<file path="src/rtl/al422_pkg.sv">
// al422_pkg: frame geometry and write-FSM encoding shared by the AL422 write front end.
package al422_pkg;
  localparam int PIXEL_COUNT     = 64;
  localparam int ROWS            = 8;
  localparam int RGB_OUTPUTS     = 2;
  localparam int BYTES_PER_PIXEL = 2;
  localparam int FRAME_BYTES_DEF = PIXEL_COUNT * ROWS * RGB_OUTPUTS * BYTES_PER_PIXEL;
  typedef enum logic [2:0] {IDLE, WRST, SETUP, STROBE, HOLD} wr_state_e;
endpackage

</file>
<file path="src/rtl/spi_byte_rx.sv">
// spi_byte_rx: synchronizes SPI mode-0 inputs into clk_i and assembles MSB-first bytes.
module spi_byte_rx #(
  parameter int SYNC_STAGES = 2
) (
  input  logic       clk_i,
  input  logic       rst_ni,
  input  logic       sclk_i,
  input  logic       mosi_i,
  input  logic       cs_n_i,
  output logic       byte_valid_o,
  output logic [7:0] byte_o,
  output logic       cs_fall_o,
  output logic       cs_rise_o
);
  logic [SYNC_STAGES-1:0] sclk_sq, mosi_sq, cs_sq;
  logic                   sclk_last_q, cs_last_q, byte_valid_q;
  logic [2:0]             bit_cnt_q;
  logic [6:0]             shift_q;
  logic [7:0]             byte_q;
  logic                   sclk_s, mosi_s, cs_s, sclk_rise;
  assign sclk_s       = sclk_sq[SYNC_STAGES-1];
  assign mosi_s       = mosi_sq[SYNC_STAGES-1];
  assign cs_s         = cs_sq[SYNC_STAGES-1];
  assign sclk_rise    = sclk_s & ~sclk_last_q;
  assign cs_fall_o    = ~cs_s & cs_last_q;
  assign cs_rise_o    = cs_s & ~cs_last_q;
  assign byte_valid_o = byte_valid_q;
  assign byte_o       = byte_q;
  always_ff @(posedge clk_i or negedge rst_ni) begin
    if (!rst_ni) begin
      sclk_sq      <= '0;
      mosi_sq      <= '0;
      cs_sq        <= '1;
      sclk_last_q  <= 1'b0;
      cs_last_q    <= 1'b1;
      bit_cnt_q    <= '0;
      shift_q      <= '0;
      byte_q       <= '0;
      byte_valid_q <= 1'b0;
    end else begin
      sclk_sq      <= {sclk_sq[SYNC_STAGES-2:0], sclk_i};
      mosi_sq      <= {mosi_sq[SYNC_STAGES-2:0], mosi_i};
      cs_sq        <= {cs_sq[SYNC_STAGES-2:0], cs_n_i};
      sclk_last_q  <= sclk_s;
      cs_last_q    <= cs_s;
      byte_valid_q <= 1'b0;
      // Either select edge drops any partial byte.
      if (cs_fall_o || cs_rise_o) bit_cnt_q <= '0;
      else if (!cs_s && sclk_rise) begin
        shift_q   <= {shift_q[5:0], mosi_s};
        bit_cnt_q <= bit_cnt_q + 3'd1;
        if (bit_cnt_q == 3'd7) begin
          byte_valid_q <= 1'b1;
          byte_q       <= {shift_q, mosi_s};
        end
      end
    end
  end
endmodule

</file>
<file path="src/rtl/al422_spi_frame_writer.sv">
// al422_spi_frame_writer: writes SPI-received frame bytes into the AL422 write port
// with a write-pointer reset per frame and short/long/overrun frame flags.
module al422_spi_frame_writer
  import al422_pkg::*;
#(
  parameter int FRAME_BYTES = FRAME_BYTES_DEF,
  parameter int SYNC_STAGES = 2,
  parameter int WRST_CYCLES = 4,
  parameter int CNT_W       = $clog2(FRAME_BYTES + 1)
) (
  input  logic       in_clk,
  input  logic       in_nrst,
  input  logic       spi_sclk,
  input  logic       spi_mosi,
  input  logic       spi_cs_n,
  output logic [7:0] al422_data,
  output logic       al422_wck,
  output logic       al422_nwe,
  output logic       al422_nwrst,
  output logic       frame_done,
  output logic       err_short,
  output logic       err_long,
  output logic       err_overrun
);
  localparam int WW = $clog2(WRST_CYCLES) + 1;
  wr_state_e        state_q;
  logic [WW-1:0]    wrst_cnt_q;
  logic [CNT_W-1:0] byte_cnt_q;
  logic [7:0]       hold_q, data_q;
  logic             hold_valid_q, wck_q, nwe_q, nwrst_q, frame_done_q;
  logic             err_short_q, err_long_q, err_overrun_q;
  logic             byte_valid, cs_fall, cs_rise, full;
  logic [7:0]       rx_byte;
  spi_byte_rx #(.SYNC_STAGES(SYNC_STAGES)) u_rx (
    .clk_i        (in_clk),
    .rst_ni       (in_nrst),
    .sclk_i       (spi_sclk),
    .mosi_i       (spi_mosi),
    .cs_n_i       (spi_cs_n),
    .byte_valid_o (byte_valid),
    .byte_o       (rx_byte),
    .cs_fall_o    (cs_fall),
    .cs_rise_o    (cs_rise)
  );
  assign full        = byte_cnt_q == CNT_W'(FRAME_BYTES);
  assign al422_data  = data_q;
  assign al422_wck   = wck_q;
  assign al422_nwe   = nwe_q;
  assign al422_nwrst = nwrst_q;
  assign frame_done  = frame_done_q;
  assign err_short   = err_short_q;
  assign err_long    = err_long_q;
  assign err_overrun = err_overrun_q;
  always_ff @(posedge in_clk or negedge in_nrst) begin
    if (!in_nrst) begin
      state_q       <= IDLE;
      wrst_cnt_q    <= '0;
      byte_cnt_q    <= '0;
      hold_q        <= '0;
      hold_valid_q  <= 1'b0;
      data_q        <= '0;
      wck_q         <= 1'b0;
      nwe_q         <= 1'b1;
      nwrst_q       <= 1'b1;
      frame_done_q  <= 1'b0;
      err_short_q   <= 1'b0;
      err_long_q    <= 1'b0;
      err_overrun_q <= 1'b0;
    end else begin
      frame_done_q <= 1'b0;
      if (cs_fall) begin
        state_q       <= WRST;
        wrst_cnt_q    <= WW'(WRST_CYCLES - 1);
        nwrst_q       <= 1'b0;
        nwe_q         <= 1'b1;
        wck_q         <= 1'b0;
        hold_valid_q  <= 1'b0;
        byte_cnt_q    <= '0;
        err_short_q   <= 1'b0;
        err_long_q    <= 1'b0;
        err_overrun_q <= 1'b0;
      end else begin
        // A byte still waiting in the holding register counts toward the frame.
        if (cs_rise && (byte_cnt_q + CNT_W'(hold_valid_q)) < CNT_W'(FRAME_BYTES)) err_short_q <= 1'b1;
        case (state_q)
          IDLE: if (hold_valid_q) begin
            state_q <= SETUP;
            data_q  <= hold_q;
            nwe_q   <= 1'b0;
          end
          WRST: if (wrst_cnt_q == '0) begin
            state_q <= IDLE;
            nwrst_q <= 1'b1;
          end else wrst_cnt_q <= wrst_cnt_q - WW'(1);
          SETUP: begin
            state_q <= STROBE;
            wck_q   <= 1'b1;
          end
          STROBE: begin
            state_q <= HOLD;
            wck_q   <= 1'b0;
            nwe_q   <= 1'b1;
          end
          HOLD: begin
            state_q      <= IDLE;
            hold_valid_q <= 1'b0;
            byte_cnt_q   <= byte_cnt_q + CNT_W'(1);
            frame_done_q <= (byte_cnt_q + CNT_W'(1)) == CNT_W'(FRAME_BYTES);
          end
          default: state_q <= IDLE;
        endcase
        if (byte_valid) begin
          if (full) err_long_q <= 1'b1;
          else if (hold_valid_q) err_overrun_q <= 1'b1;
          else begin
            hold_valid_q <= 1'b1;
            hold_q       <= rx_byte;
          end
        end
      end
    end
  end
endmodule
</file>
<file path="config.mk">
export PLATFORM = sky130hd
export DESIGN_NAME = al422_spi_frame_writer
export DESIGN_NICKNAME = d
export VERILOG_FILES = /design/src/rtl/al422_pkg.sv /design/src/rtl/spi_byte_rx.sv /design/src/rtl/al422_spi_frame_writer.sv
export SDC_FILE = /design/constraint.sdc
export NUM_CORES = 1
export LEC_CHECK = 0
export ABC_AREA = 1
export BUFFER_PORTS_ARGS = -buffer_cell sky130_fd_sc_hd__buf_2
export CAP_MARGIN = 15
export CORE_MARGIN = 4
export CORE_UTILIZATION = 50
export CTS_BUF_LIST = sky130_fd_sc_hd__clkbuf_16
export CTS_CLUSTER_SIZE = 28
export DETAILED_ROUTE_END_ITERATION = 8
export HOLD_SLACK_MARGIN = 0.02
export MAX_ROUTING_LAYER = met4
export PLACE_DENSITY = 0.68
export SETUP_SLACK_MARGIN = 0.15
export SLEW_MARGIN = 20
export SYNTH_ARGS = -nofsm -noshare
export SYNTH_HDL_FRONTEND = slang
export SYNTH_SLANG_ARGS = --single-unit
</file>
<file path="constraint.sdc">
create_clock -name in_clk -period 1.8 [get_ports in_clk]
set_input_delay 0.18 -clock in_clk [delete_from_list [all_inputs] [get_ports in_clk]]
set_output_delay 0.18 -clock in_clk [all_outputs]
set_load 0.03 [all_outputs]
</file>
== Yosys cells after proc, flatten, opt, wreduce, memory -nomap -nowiden ==
Index checks and enable logic that the tools add are counted.

* Register bits after elaboration: 69
* Logic and storage cells: 112
* Input bits: 5

* Reductions and logical operators: 26
* $add $sub $neg: 4
* Mux-type cells: 38
* Equality and inequality tests: 11
* $lt $le $gt $ge: 1
* Bitwise gates (word level): 10

{| class="wikitable"
|+ Operator list
! cell !! number
|-
| 2-to-1 mux 1 bit || 25
|-
| == test 12 bit (second input constant) || 2
|-
| 2-to-1 mux 12 bit || 2
|-
| 2-to-1 mux 3 bit || 8
|-
| nonzero test 2 bit || 8
|-
| adder 12 x 1 -> 12 bit || 1
|-
| adder 12 x 1 -> 12 bit (second input constant) || 1
|-
| less-than comparator 12 bit (second input constant) || 1
|-
| one-hot mux 3 bit (4 select lines) || 1
|-
| AND reduction 2 bit || 6
|-
| AND reduction 3 bit || 3
|-
| inverter 1 bit || 7
|-
| == test 3 x 2 -> 1 bit (second input constant) || 2
|-
| == test 3 bit (second input constant) || 2
|-
| zero test 3 bit || 2
|-
| != test 3 x 2 -> 1 bit (second input constant) || 2
|-
| nonzero test 3 bit || 2
|-
| != test 2 x 1 -> 1 bit (second input constant) || 2
|-
| one-hot mux 1 bit (2 select lines) || 2
|-
| AND reduction 4 bit || 1
|-
| adder 3 x 1 -> 3 bit (second input constant) || 1
|-
| AND 1 bit || 3
|-
| == test 3 x 1 -> 1 bit (second input constant) || 1
|-
| subtractor 3 x 1 -> 3 bit (second input constant) || 1
|-
| 3 further kinds || 4
|}

== Depth between registers and ports, before layout ==
Gate-level depths: netlist of run 1.

* Word-level depth: 6
* Gate-level depth with buffers: 10
* Mapped depth without buffers: 10

== Modules after synthesis ==
A second synthesis of run 1 with hierarchy kept.

* Cells, all modules: 344
* Area total of the unflattened synthesis: 3115.5 um^2

{| class="wikitable"
|+ Modules (own cells, without submodules)
! module !! area each (um^2) !! cells an instance !! sequential area each (um^2) !! times used
|-
| al422_spi_frame_writer || 2063.2 || 244 || 1053.5 || 1
|-
| spi_byte_rx || 1052.3 || 100 || 679.4 || 1
|}

== Least setup slack after synthesis of run 1 ==
Ideal clock, no wire load.

* Path kind: flip-flop to flip-flop
* Start point: register u_rx.cs_sq[1]
* End point: register hold_q[0]
* Arrival time: 1572 ps
* Period minus slack after synthesis: 1691 ps
* Stages on the path, launching flop included: 8
* Setup slack: 109 ps
* Library setup time: 119 ps
* Data required time: 1681 ps
* Path buffers: 2
* Cell sequence: dfstp_2 inv_1 ha_1 buf_2 nor2_1 nand3_4 buf_8 o21a_1

* Word-level cells in the longest chain between the ends: 4

{| class="wikitable"
|+ RTL lines
! element !! RTL line !! RTL
|-
| from (decl) || spi_byte_rx.sv:15 || <nowiki>logic [SYNC_STAGES-1:0] sclk_sq, mosi_sq, cs_sq;</nowiki>
|-
| from (signal assigned) || spi_byte_rx.sv:43 || <nowiki>cs_sq <= {cs_sq[SYNC_STAGES-2:0], cs_n_i};</nowiki>
|-
| inverter 1 bit || spi_byte_rx.sv:25 || <nowiki>assign cs_fall_o = ~cs_s & cs_last_q;</nowiki>
|-
| AND 1 bit || spi_byte_rx.sv:25 ||
|-
| inverter 1 bit (no source line) || -- ||
|-
| AND reduction 4 bit (no source line) || -- ||
|-
| to (signal assigned) || al422_spi_frame_writer.sv:117 || <nowiki>hold_q <= rx_byte;</nowiki>
|-
| to (decl) || al422_spi_frame_writer.sv:29 || <nowiki>logic [7:0] hold_q, data_q;</nowiki>
|}

No other way between the ends.
A chain may end at the register's enable or synchronous reset.

== Worst setup path in the final report of run 1 ==
* Start point: register u_rx.cs_sq[1]
* End point: register frame_done_q (netlist: frame_done)

* Word-level cells in the longest chain between the ends: 3

{| class="wikitable"
|+ RTL lines
! element !! RTL line !! RTL
|-
| inverter 1 bit || spi_byte_rx.sv:25 ||
|-
| AND 1 bit || spi_byte_rx.sv:25 ||
|-
| 2-to-1 mux 1 bit || al422_spi_frame_writer.sv:71 || <nowiki>if (cs_fall) begin</nowiki>
|-
| to (signal assigned) || al422_spi_frame_writer.sv:108 || <nowiki>frame_done_q <= (byte_cnt_q + CNT_W'(1)) == CNT_W'(FRAME_BYTES);</nowiki>
|-
| to (decl) || al422_spi_frame_writer.sv:30 || <nowiki>logic hold_valid_q, wck_q, nwe_q, nwrst_q, frame_done_q;</nowiki>
|}

No other way between the ends.

==> summary.md, run 1 <==
| Metric | Value |
|---|---|
| Status | `finished, final reports clean` |
| Die footprint | `7354 um^2` |
| Core area | `5886 um^2` |
| Async S/R FF share, synth | `100.0%` |
| Internal power | `3.140 mW` |
| Worst reg2reg endpoint | `frame_done` |
| LEAKAGE | `1.803 nW` |
| VDD IR max | `0.0008372 V` |
| CTS tree | `done` |
| Final period util | `91.53%` |
| Worst-Margin Slew | `414.6 ps` |
| Final Util | `63.52%` |
| Hold Crit Depth | `0` |
| Worst Reg2Reg Path Length in Cells | `9` |
| Worst Hold Endpoint | `u_rx.mosi_sq[1]` |
| Worst r2r src | `u_rx.cs_sq[1]` |
| Synth Flop Type | `dfrtp_1` |
| CP Capture Type | `flip-flop` |
| Sw Share | `27.29%` |
| Unrepaired setup endpoints after global routing | `yes` |
| Cell Area, Synth | `3023 um^2` |
| Clock network power share | `43.0%` |
| Crit path DAT | `1910 ps` |
| Mean Syn Cell Area | `9.388 um^2` |
| Critical Path Start Type | `flip-flop` |
| Tot GR Track Use | `18.08%` |
| Critical path's slowest cell | `dfstp_2` |
| Port buffer count | `19` |
| Reg clk slew, reported paths | `50 ps` |
| # setup viols final | `0` |
| Synth warn | `0` |
| Vias in the first global route | `2169` |
| CTS Sinks | `69` |
| Initial core utilization | `51.36%` |
| Worst rel slew slack | `72.33%` |
| Vias per inst | `5.224` |
| Post-synthesis sequential area ratio | `57.33%` |
| Largest delay share family, worst path | `simple AND/OR/NAND/NOR gates` |
| Global placement routability congestion | `0.8088` |
| Tmin final | `1648 ps` |
| Synth Register Bits | `69` |
| Required time worst endpoint | `2060 ps` |
| Wire length per cell | `13.72 um` |
| Final nets | `375` |
| Cell Chain, Critical Path | `inv_1 -> ha_2 -> inv_2 -> nand3_2 -> nor2_1 -> nand3_1 -> nor2_1 -> nand3_1 -> nor2_1` |
| CP peak stage delay | `570 ps` |
| Post-synth cell types | `32` |
| DP Cell Count | `412` |
| Fin worst setup slack | `152.4 ps` |
| Die W | `85.76 um` |
| Fmax | `606.9 MHz` |
| Cells after Synth | `322` |
| Pre-antenna DRT Iters | `4` |
| Top-Level Pins | `20` |
| CP bufs+invs | `2` |
| CTS max path bufs | `2` |
| CTS root buf | `clkbuf_16` |
| Synthesis-to-layout area growth | `23.68%` |
| Largest net degree at the start of global routing | `70` |
| Crit-path most repeated cell | `nor2_1` |
| Final std cells w/o fill | `441` |
| Share of cells above drive strength 1 | `22.95%` |
| R2R setup slack | `150 ps` |
| HP Class | `reg -> reg` |
| Filler cell count | `475` |
| Cell row count | `28` |
| Final ANT Viol Nets | `0` |
| Power per cell area | `1155 nW/um^2` |
| ANT cells | `0` |
| Max Slew Vio Count | `0` |
| Max_cap viols | `0` |
| Hold Path Origin | `u_rx.mosi_sq[0]` |
| Comb pwr share | `15.1%` |
| Crit Path Class | `reg -> reg` |
| EDFF count, synth | `0` |
| Die Ht | `85.76 um` |
| Register share of total power | `41.9%` |
| Via count | `2304` |
| Clk_lat worst skew | `330 ps` |
| Final Power | `4.319 mW` |
| Psw | `1.179 mW` |
| H-Tree Depth | `3` |
| First-pass GRT wire length | `10.02 mm` |
| HPWL Detailed | `3.637 mm` |
| Dpl ws | `74.74 ps` |
| Initial detailed-routing violation count | `130` |
| Final hold vios | `0` |
| Syn Nets | `336` |
| CTS buffer count | `9` |
| GRT Residual Overflow | `0` |
| DR DRC count | `0` |
| Final WL | `6.052 mm` |
| Crit path max fanout | `5` |
| Initial antenna violation count | `0` |
| Clock Skew | `5.939 ps` |
==> flip-flops by register name (all words and copies together) (netlist names), 2 cells and up <==
| register | flops |
|---|---|
| u_rx.cs_sq | 2 |
| u_rx.shift_q | 7 |
| u_rx.sclk_sq | 2 |
| u_rx.bit_cnt_q | 3 |
| al422_data | 8 |
| state_q | 3 |
| u_rx.mosi_sq | 2 |
| byte_cnt_q | 12 |
| u_rx.byte_o | 8 |
| wrst_cnt_q | 3 |
| hold_q | 8 |
==> power by group through the flow <==
stage | Combinational (mW) | Sequential, mW | Clock (mW)
final | 0.652 | 1.81 | 1.86
after global routing | 0.731 | 1.83 | 1.95
after CTS | 0.612 | 1.81 | 1.88
after detailed placement | 0.581 | 1.83 | 0
after global placement | 0.571 | 1.82 | 0
after floorplan | 0.352 | 1.88 | 0
==> cell families after synthesis <==
| group | count (synthesis) | share of synthesized area (%) |
|---|---|---|
| AND/OR/NAND/NOR | 128 | 19.79 |
| AO/OA/AOI/OAI | 59 | 11.13 |
| flip-flops | 69 | 57.33 |
| buffers and inverters | 55 | 7.450 |
| XOR/XNOR | 2 | 0.5796 |
| adder cells (fa/ha/maj) | 9 | 3.725 |
==> layout make-up <==
class	instances	area [um^2]	area share, %
clock buffers	9	225.2	6.024
clock inverters	7	91.34	2.443
inverters	48	180.2	4.819
multi-input cells	201	1185	31.69
flip-flops and latches	69	1734	46.39
well taps	75	93.84	2.510
repair buffers	32	229.0	6.125
==> synth_stat cells, types with 2 or more instances <==
cell type,count,area share (%)
dfstp_2,5,4.3
nor2_1,11,1.4
nand4_1,4,0.83
dfrtp_1,64,53
o21a_1,9,2.2
nand3_1,18,3.0
o21ai_0,22,3.6
xor2_1,2,0.58
nand2_1,77,9.6
inv_2,7,0.87
o21ai_1,11,1.8
a21oi_1,5,0.83
nor3_2,2,0.66
inv_1,41,5.1
o22ai_1,9,1.9
ha_1,9,3.7
nand2_2,3,0.62
buf_2,6,0.99
nor3_1,4,0.66
==> per-layer routing <==
metal  global-route usage [%]  part of all wire (%)
met5                        -                     0
met4                    9.065                   2.2
met3                    3.746                   4.2
met2                    26.55                    46
met1                    23.88                    48
==> through the flow <==
| step | setup TNS [ps] | hold slack [ps] | area [um^2] |
|---|---|---|---|
| after floorplan | 0 | -115.6 | 3025 |
| after global placement | 0 | 229.6 | 3204 |
| after detailed placement | 0 | 229.0 | 3204 |
| after CTS | 0 | 351.6 | 3630 |
| after global routing | -14.17 | 352.1 | 3739 |
| final | 0 | 348.7 | 3739 |
==> worst max-delay path by stage <==
stage / startpoint / endpoint / cells after the start
after floorplan: u_rx.cs_sq[1] / hold_q[0] / 7
after global placement: u_rx.cs_sq[1] / al422_data[4] / 6
after detailed placement: u_rx.cs_sq[1] / al422_data[7] / 5
after CTS: u_rx.cs_sq[1] / frame_done / 9
after global routing: u_rx.cs_sq[1] / frame_done / 9
final: u_rx.cs_sq[1] / frame_done / 9
==> layout by cell type, fill, tap and decap left out, drive strengths merged <==
master       Yosys  layout
o21a             9       9
dfrtp           64      64
nand3b           1       1
nor4             1       1
inv             48      49
o211ai           1       1
o22ai            9       9
xor2             2       2
clkbuf           0       9
a31oi            1       1
and3             1       1
ha               9       9
dfstp            5       5
o21ai           33      33
nor2            13      13
buf              7      28
bufinv           0       2
clkinv           0       4
nand4            5       6
dlygate4sd3      0       4
nand3           20      22
nand2           80      80
a21oi            5       5
a211o            1       1
nor3             7       7
==> repair_timing <==
item	in CTS	in global routing
hold buffers	4	0
endpoints found under the setup margin	28	40
cloned	1	3
pin swaps	1	3
endpoints found under the hold margin	67	0
resized for setup	6	19
buffers inserted	2	3
(Power assumes the default switching activity.)
==> run 2, diff against run 1 <==
CORE_UTILIZATION = 30   (was 50)
PLACE_DENSITY = default   (was 0.68)
==> run 2 against run 1 <==
- highest routed layer unchanged
- flip-flop and latch count stayed put
- hold slack lost 1.7 ps
- clock power is 16% lower
- die area rose by 60%
- setup slack gained 61 ps
- largest cell class unchanged
- sequential share of layout area rose by 0.25 points
- combinational power fell by 3.5%
- largest power group is now registers
==> summary.md, run 2 (synthesized netlist as in run 1, its figures left out) <==
| Metric | Value |
|---|---|
| Status | `finished, final reports clean` |
| Reg clk slew, reported paths | `60 ps` |
| GRT Residual Overflow | `0` |
| Vias in the first global route | `2143` |
| Register bank with the most flops | `byte_cnt_q` |
| Cell row count | `36` |
| Initial detailed-routing violation count | `150` |
| Most frequent cells in the layout | `nand2_1 (74), dfrtp_1 (62), inv_1 (40)` |
| Vias per inst | `4.399` |
| CTS Sinks | `69` |
| Initial core utilization | `30.93%` |
| Core area | `9774 um^2` |
| Hold Path Origin | `u_rx.sclk_sq[0]` |
| Fmax | `630.4 MHz` |
| Die Ht | `108.4 um` |
| CTS root buf | `clkbuf_16` |
| Setup crit start | `byte_cnt_q[0]` |
| Via count | `2195` |
| Top-Level Pins | `20` |
| First-pass GRT wire length | `10.08 mm` |
| Crit path max fanout | `4` |
| Max Slew Vio Count | `0` |
| Port buffer count | `19` |
| ANT cells | `0` |
| Crit path DAT | `1800 ps` |
| Initial antenna violation count | `0` |
| Max reg flops | `12` |
| HPWL Detailed | `3.841 mm` |
| Worst-Margin Slew | `449.5 ps` |
| CP Capture Type | `flip-flop` |
| Final Power | `3.995 mW` |
| Worst r2r src | `byte_cnt_q[0]` |
| Share of cells above drive strength 1 | `21.86%` |
| Tot GR Track Use | `11.38%` |
| Max_cap viols | `0` |
| Most common cell after layout, fill and taps aside | `nand2_1` |
| Filler cell count | `974` |
| CTS buffer count | `9` |
| Wire length per cell | `11.52 um` |
| Global placement routability congestion | `0.8063` |
| Hold_ws | `347.1 ps` |
| Final nets | `375` |
| Synthesis-to-layout area growth | `23.10%` |
| # setup viols final | `0` |
| Critical Path Start Type | `flip-flop` |
| Power per cell area | `1074 nW/um^2` |
| Final hold vios | `0` |
| H-Tree Depth | `3` |
| CTS max path bufs | `2` |
| Worst rel slew slack | `69.96%` |
| Dpl ws | `108.7 ps` |
| Die footprint | `11750 um^2` |
| Final Util | `38.07%` |
| Unrepaired setup endpoints after global routing | `yes` |
| LEAKAGE | `1.770 nW` |
| Fin Setup TNS | `0 ps` |
| Final period util | `88.12%` |
| VDD IR max | `0.0004104 V` |
| Final ANT Viol Nets | `0` |
| HP Class | `reg -> reg` |
| CTS tree | `done` |
| DR DRC count | `0` |
| Largest net degree at the start of global routing | `70` |
| Fin worst setup slack | `213.8 ps` |
| Tmin final | `1586 ps` |
| Crit Path Class | `reg -> reg` |
| Pre-antenna DRT Iters | `4` |
| Clk_lat worst skew | `330 ps` |
| Die W | `108.4 um` |
| Required time worst endpoint | `2010 ps` |
| Final WL | `5.748 mm` |
| Clock Skew | `8.358 ps` |
-- run 2: timing repair --
item,CTS,global route
cloned,1,1
endpoints found under the hold margin,67,0
pin swaps,1,3
endpoints found under the setup margin,16,39
gates resized for setup,2,13
buffers inserted,1,6
hold buffers,4,0
-- run 2: layout make-up --
class                      count  area [um^2]  area share (%)
clock inverter                 7        42.54           1.143
inverter                      48        182.7           4.909
sequential                    69         1735           46.64
multi-input combinational    200         1146           30.80
tap                          133        166.4           4.472
clock buffer                   9        225.2           6.052
timing repair buffer          33        222.7           5.985
-- run 2: worst paths after layout --
check                      slack, ps              end  cells after the start
max in group asynchronous       1060   u_rx.cs_last_q                      3
min reg2reg                      350  u_rx.sclk_sq[1]                      0
min in group asynchronous        410    al422_data[3]                      3
max                              210        hold_q[2]                      8
max reg2reg                      210        hold_q[2]                      8
min                              350  u_rx.sclk_sq[1]                      0
-- run 2: metal layers --
layer,track usage (%),up-vias,part of all wire [%]
li1,-,1131,-
met1,13.96,1031,47
met2,17.63,22,48
met3,2.507,11,2.5
met4,5.951,0,2.3
met5,-,-,0
-- run 2: per-stage QoR --
step | instances | cell area, um^2
2_1_floorplan | 322 | 3025
3_3_place_gp | 470 | 3277
3_5_place_dp | 470 | 3277
4_1_cts | 492 | 3612
5_1_grt | 499 | 3721
6_report | 499 | 3721
-- run 2: report_power, final --
group	internal, mW	leakage, nW	switching (mW)
sequential	1.72	0.916	0.0898
combinational	0.219	0.727	0.411
clock	0.919	0.127	0.640
total	2.85	1.77	1.14
-- run 2: worst max-delay path: stages, from the launching register on --
cell     delay [ps]
dfrtp_2         430
inv_2            80
ha_1            150
nand3_1          90
nor3_2          230
nand2_2         170
nand3_2         150
nand2_1          70
o21a_1          100
